<file path="src/rtl/pc_fetch.sv">
// Program counter and instruction-fetch sequencer: IDLE -> FETCH (req/ack) -> EXEC (wait retire) -> next PC.
// Optional macro PC_FETCH_MISALIGN_TRAP_EN: misaligned targets halt the core until trap_clr instead of being truncated.
module pc_fetch #(
    parameter logic [31:0] RESET_PC = 32'h0000_0000
) (
    input  logic        clk,
    input  logic        rst,
    input  logic        Cnd,
    input  logic        JumpReg,
    input  logic [31:0] imm,
    input  logic [31:0] rs1_data,
    input  logic        retire,
    input  logic        trap_clr,
    output logic        imem_req,
    output logic [31:0] imem_addr,
    input  logic        imem_ack,
    input  logic [31:0] imem_rdata,
    output logic [31:0] inst,
    output logic        inst_valid,
    output logic [31:0] pc,
    output logic [31:0] pc_plus4,
    output logic        misalign
);

    typedef enum logic [1:0] {
        IDLE  = 2'd0,
        FETCH = 2'd1,
        EXEC  = 2'd2,
        HALT  = 2'd3
    } state_t;

    state_t      state;
    logic [31:0] jump_base;
    logic [31:0] jump_target;
    logic [31:0] next_pc;

    assign imem_addr = pc;
    assign pc_plus4  = pc + 32'd4;

    // jalr adds to rs1 and drops bit 0; branches/jal add to the current pc
    always_comb begin
        jump_base   = JumpReg ? rs1_data : pc;
        jump_target = jump_base + imm;
        if (JumpReg) begin
            jump_target[0] = 1'b0;
        end
        next_pc = Cnd ? jump_target : pc_plus4;
    end

`ifdef PC_FETCH_MISALIGN_TRAP_EN
    logic next_misaligned;
    assign next_misaligned = (next_pc[1:0] != 2'b00);

    always_ff @(posedge clk or posedge rst) begin
        if (rst) begin
            misalign <= 1'b0;
        end else if (state == EXEC && retire && next_misaligned) begin
            misalign <= 1'b1;
        end else if (state == HALT && trap_clr) begin
            misalign <= 1'b0;
        end
    end
`else
    logic next_misaligned;
    assign next_misaligned = 1'b0;
    assign misalign        = 1'b0;
`endif

    always_ff @(posedge clk or posedge rst) begin
        if (rst) begin
            state      <= IDLE;
            pc         <= RESET_PC;
            inst       <= 32'd0;
            inst_valid <= 1'b0;
            imem_req   <= 1'b0;
        end else begin
            case (state)
                IDLE: begin
                    state    <= FETCH;
                    imem_req <= 1'b1;
                end
                FETCH: begin
                    if (imem_ack) begin
                        inst       <= imem_rdata;
                        inst_valid <= 1'b1;
                        imem_req   <= 1'b0;
                        state      <= EXEC;
                    end
                end
                EXEC: begin
                    if (retire) begin
                        inst_valid <= 1'b0;
                        if (next_misaligned) begin
                            // pc keeps the faulting instruction's address
                            state <= HALT;
                        end else begin
                            pc       <= next_pc & ~32'h3;
                            imem_req <= 1'b1;
                            state    <= FETCH;
                        end
                    end
                end
                HALT: begin
                    if (trap_clr) begin
                        pc       <= RESET_PC;
                        imem_req <= 1'b1;
                        state    <= FETCH;
                    end
                end
                default: begin
                    state      <= IDLE;
                    inst_valid <= 1'b0;
                    imem_req   <= 1'b0;
                end
            endcase
        end
    end

endmodule

</file>
<file path="config.mk">
export PLATFORM = sky130hd
export DESIGN_NAME = pc_fetch
export DESIGN_NICKNAME = d
export VERILOG_FILES = /design/src/rtl/pc_fetch.sv
export SDC_FILE = /design/constraint.sdc
export NUM_CORES = 1
export LEC_CHECK = 0
export CAP_MARGIN = 20
export CORE_ASPECT_RATIO = 1.2
export CORE_UTILIZATION = 40
export CTS_CLUSTER_SIZE = 24
export DETAILED_ROUTE_END_ITERATION = 6
export PLACE_DENSITY = 0.84
export SLEW_MARGIN = 10
export SYNTH_ARGS = -nofsm -noshare
export SYNTH_HDL_FRONTEND = slang
export SYNTH_SLANG_ARGS = --single-unit
</file>
<file path="constraint.sdc">
create_clock -name clk -period 8.3 [get_ports clk]
set_input_delay 2.075 -clock clk [delete_from_list [all_inputs] [get_ports clk]]
set_output_delay 2.075 -clock clk [all_outputs]
set_load 0.02 [all_outputs]
</file>
Yosys cells after proc, flatten, opt, wreduce, memory -nomap -nowiden
Cells that the tools add are included.
- bits in registers: 68
- input port bits: 103
- output and inout bits: 131
- $add $sub $neg: 2
- equal/unequal tests: 6
- multiplexer cells: 17
- reductions and logical operators: 7
- operators with widths (kind ; count):
    two-way mux 32 bit ; 4
    case mux 32 bit (2 select lines) ; 1
    adder 32 x 3 -> 32 bit (second input constant) ; 1
    adder 32 bit ; 1
    AND reduction 3 bit ; 3
    case mux 2 bit (4 select lines) ; 1
    two-way mux 1 bit ; 6
    two-way mux 2 bit ; 3
    != test 2 bit (second input constant) ; 3
    == test 2 bit (second input constant) ; 2
    case mux 1 bit (4 select lines) ; 1
    nonzero test 2 bit ; 2
    == test 2 x 1 -> 1 bit (second input constant) ; 1
    logical NOT 2 bit ; 1
    case mux 1 bit (2 select lines) ; 1
    AND reduction 2 bit ; 1

Depth between registers and ports, before layout
- word-level depth: 6
- mapped depth: 12
- depth with buffers taken out: 10

Worst setup path before layout
Ideal clock, no wire load.
- path kind: input -> register
- start point: in JumpReg
- end point: reg pc[31] (netlist: imem_addr[31])
- setup time: 0.126 ns
- data arrival time: 4.568 ns
- required time: 8.174 ns
- setup slack: 3.606 ns
- stages: 11
- buffers on the path: 2
- cells stage by stage: buf_2 buf_1 mux2_2 ha_1 nand2_1 a221oi_2 a21oi_2 o31ai_4 a41oi_2 xnor2_1 a221o_1
- longest elaborated chain between the ends: 5
- RTL lines (item ; line ; RTL):
    start, declared ; 9 ; input logic JumpReg,
    two-way mux 32 bit ; 42 ; jump_base = JumpReg ? rs1_data : pc;
    adder 32 bit ; 43 ; jump_target = jump_base + imm;
    two-way mux 32 bit ; 47 ; next_pc = Cnd ? jump_target : pc_plus4;
    two-way mux 32 bit ; 91 ; if (retire) begin
    case mux 32 bit (2 select lines) ; 77 ; case (state)
    end signal, assigned ; 97 ; pc <= next_pc & ~32'h3;
    end, declared ; 20 ; output logic [31:0] pc,
Every way passes these cells. The select of a mux whose other input is x is not followed.
A chain may end at the register's enable or synchronous reset.

Worst setup path after layout
- start point: reg pc[3] (netlist: imem_addr[3])
- end point: out pc_plus4[30]
- longest elaborated chain between the ends: 1
- RTL lines (item ; line ; RTL):
    adder 32 x 3 -> 32 bit ; 38 ; assign pc_plus4 = pc + 32'd4;
    end, declared ; 21 ; output logic [31:0] pc_plus4,
Every way passes these cells.

==> results.py <==
metrics = {
    "job": {
        "maxCapViolCount": 0,
    },
    "grt": {
        "antenna_found_initial": 0,
        "grt_use_total_pct": 24.8,
        "grt_max_degree": 66,
        "grt-ovfl-total": 0,
        "first_global_vias": 5400,
        "grt_pass1_wl_um": 28900,
    },
    "cells_and_area": {
        "ff_latch_area_um2": 1630,
        "area_delta_synth_final_pct": 42.9,
        "drive_gt1_share_pct": 12.3,
        "utilization_pct": 58.4,
        "fin_cells": 995,
        "antenna_cells": 0,
        "fillers": 1211,
        "stdcell_area_um2": 8080,
        "final_nets": 954,
        "multi_input_area_um2": 3620,
    },
    "sta": {
        "fin_skew_ps": 10.2,
        "rsz0062_at_grt": "false",
        "finalMaxSlewViolations": 0,
        "setup-tns-final_ps": 0,
        "finalSetupViolCount": 0,
        "hold_viol_final": 0,
        "period_minus_slack_ps": 5160,
        "relSlewSlack_pct": 21.4,
        "worst_pin_slew_ps": 1170,
        "min_period_over_period_pct": 62.1,
        "max_freq_mhz": 194,
    },
    "synthesis": {
        "synth_cell_types": 64,
        "synth_ff_type": "dfrtp_1",
        "yosysWarnings": 0,
        "yosys.area.top_type_share_pct": 28.8,
        "synth_area_leader_cell": "dfrtp_1",
        "syn-cell-area_um2": 5650,
        "syn_inst": 636,
        "synth_edf_count": 0,
        "synthArstFlopShare_pct": 100,
        "ys_seq_area_share_pct": 28.8,
        "synthTopCellsByArea": "dfrtp_1, mux2_2, ha_1",
        "syn-mean-instance-area_um2": 8.88,
        "synth-seq-cells": 65,
    },
    "cts": {
        "cts_made_buffers": 9,
        "cts_tree": "yes",
        "post-cts-setup-buffers": 0,
        "cts_root_buf": "clkbuf_16",
        "htree_levels": 3,
        "clkLatencyLatePin_ps": 340,
        "clk_path_buf_depth": 2,
        "holdBufCountCts": 0,
        "post_cts_resized": 0,
        "clock_sinks": 65,
        "clk_pin_slew_worst_paths_ps": 60,
    },
    "setup_path": {
        "r2r_cells": 9,
        "startpoint": "imem_addr[3]",
        "cp-endpoint": "pc_plus4[30]",
        "worst_ep_required_time_ps": 6230,
        "critPathLaunchType": "register",
        "crit_arrival_ps": 3080,
        "crit_path_end_kind": "output port",
        "r2r_start": "imem_addr[14]",
        "reg2reg_slack_ps": 5340,
        "r2r-end": "imem_addr[28]",
        "criticalPathCategory": "register to output port",
        "worstPathMaxFanout": 7,
    },
    "drt": {
        "drc_errors": 0,
        "vias_per_cell": 5.70,
        "drt_pass1_iterations": 5,
        "drt-total-wl_um": 18200,
        "ant_nets": 0,
        "first_iter_violations": 453,
        "vias": 5674,
        "wl_per_cell_um": 18.3,
    },
    "power_and_ir_drop": {
        "power_switching_w": 0.00125,
        "p_seq_share_pct": 24.4,
        "p_clk_share_pct": 13.5,
        "switching_share_pct": 45.1,
        "comb_power_share_pct": 62.1,
        "p_leak_nw": 3.33,
        "peakVddDrop_uv": 210,
        "power.density_nw_per_um2": 342,
        "intPower_w": 0.00152,
        "total_power_w": 0.00276,
    },
    "die": {
        "core_area_um2": 13800,
        "ios": 234,
        "die_w_um": 110,
        "num_rows": 47,
        "dieHeight_um": 132,
        "start_util_pct": 40.9,
        "die_area_um2": 14600,
    },
    "place": {
        "hpwl_um": 14100,
        "dpl_cell_area_um2": 7790,
        "gp_congestion": 1.02,
        "dp_cells": 980,
        "port-buffer-count": 226,
    },
    "outcome": {
        "status": "completed",
    },
    "worst_hold_path": {
        "min_path_type": "register to register",
    },
}
layout by cell type (no fill, tap or decap), types with 3 or more instances in the layout:
cell and count:
a31oi_1 7, clkdlybuf4s50_1 226, mux2i_1 3, and3_1 8, a21oi_1 43, xnor2_1 26
inv_1 12, ha_1 31, buf_4 3, a21oi_2 3, clkbuf_16 9, o21ai_0 32
and2_1 6, o2111ai_1 3, o21bai_1 3, dfrtp_1 65, o21ai_1 14, a21boi_1 5
nand2_1 56, nor2b_1 5, xor2_1 30, o211ai_1 4, o22ai_1 3, a21o_1 9
nand4_2 3, a22oi_1 13, and4_1 3, clkinv_2 3, nor2_1 43, mux2_2 60
nand3_1 17, nand4_1 12, o221ai_1 3, nor3_1 13, conb_1 7
metal layers:
| layer | up-vias | global-route usage, % | wire length, um |
|---|---|---|---|
| met5 | - | 0 | 0 |
| met4 | 0 | 11.2 | 614 |
| met3 | 51 | 3.77 | 1190 |
| met2 | 315 | 42.9 | 9120 |
| met1 | 2670 | 30.3 | 7250 |
| li1 | 2638 | - | - |
flip-flops by register name, indices dropped and copies added, names as in the netlist:
| name | cells |
|---|---|
| inst | 32 |
| imem_addr | 30 |
| state | 2 |
| inst_valid | 1 |
worst min-delay path by stage:
stage,endpoint,slack [ps],cells past startpoint,start
after floorplan,inst_valid,590,2,inst_valid
after global placement,inst_valid,460,2,inst_valid
after detailed placement,inst_valid,470,2,inst_valid
after CTS,inst_valid,480,2,inst_valid
after global routing,inst[11],520,1,inst[11]
final,inst_valid,480,2,inst_valid
metrics by stage:
stage	worst slack (ps)	hold slack (ps)
finish	3140	484
CTS	3200	483
global placement	2920	460
floorplan	3610	588
global route	3040	515
detailed placement	2900	472
worst max-delay path, stage by stage, from the launching register on:
cell and delay [ps]:
dfrtp_1 490, ha_1 310, nand3_1 240, nor2_1 190, and4_1 380, nand4_1 150, xnor2_1 320, clkdlybuf4s50_1 670
synth_stat cells, types with 4 or more instances:
cell / n
buf_2: 4
inv_1: 13
buf_4: 38
o21ai_1: 14
mux2_2: 60
a31oi_1: 7
nor2_1: 43
nor2b_1: 5
clkbuf_1: 17
o211ai_1: 4
nand2_1: 56
ha_1: 31
nand3_1: 17
xnor2_1: 26
o21ai_0: 32
and3_1: 8
a21o_1: 9
a21oi_1: 43
a21boi_1: 5
nor3_1: 13
dfrtp_1: 65
a22oi_1: 13
xor2_1: 30
nand4_1: 12
and2_1: 6
power by group through the flow:
stage	logic [W]	clock network, W	registers (W)
6_report	0.00172	0.000372	0.000674
5_1_grt	0.00181	0.000393	0.000698
4_1_cts	0.00171	0.000375	0.000671
3_5_place_dp	0.00170	0	0.000675
3_3_place_gp	0.00168	0	0.000665
2_1_floorplan	0.000901	0	0.000776
cell type report:
cell class / instances / area share, %
tap: 171 / 2.65
multi-input combinational: 502 / 44.8
inverter: 13 / 0.604
timing repair buffer: 229 / 28.3
sequential: 65 / 20.1
clock inverter: 6 / 0.744
clock buffer: 9 / 2.79
cells by family after synthesis:
family | count (synthesis) | synth area share [%]
and+or+nand+nor | 179 | 16.0
AOI/OAI and AO/OA | 165 | 19.2
buffers and inverters | 75 | 7.60
DFF | 65 | 28.8
muxes | 63 | 12.5
xor gates and xnor gates | 57 | 8.97
adders and majority gates | 31 | 6.86
other | 1 | 0.0664
Note: power is estimated with default switching activity, not from simulation.
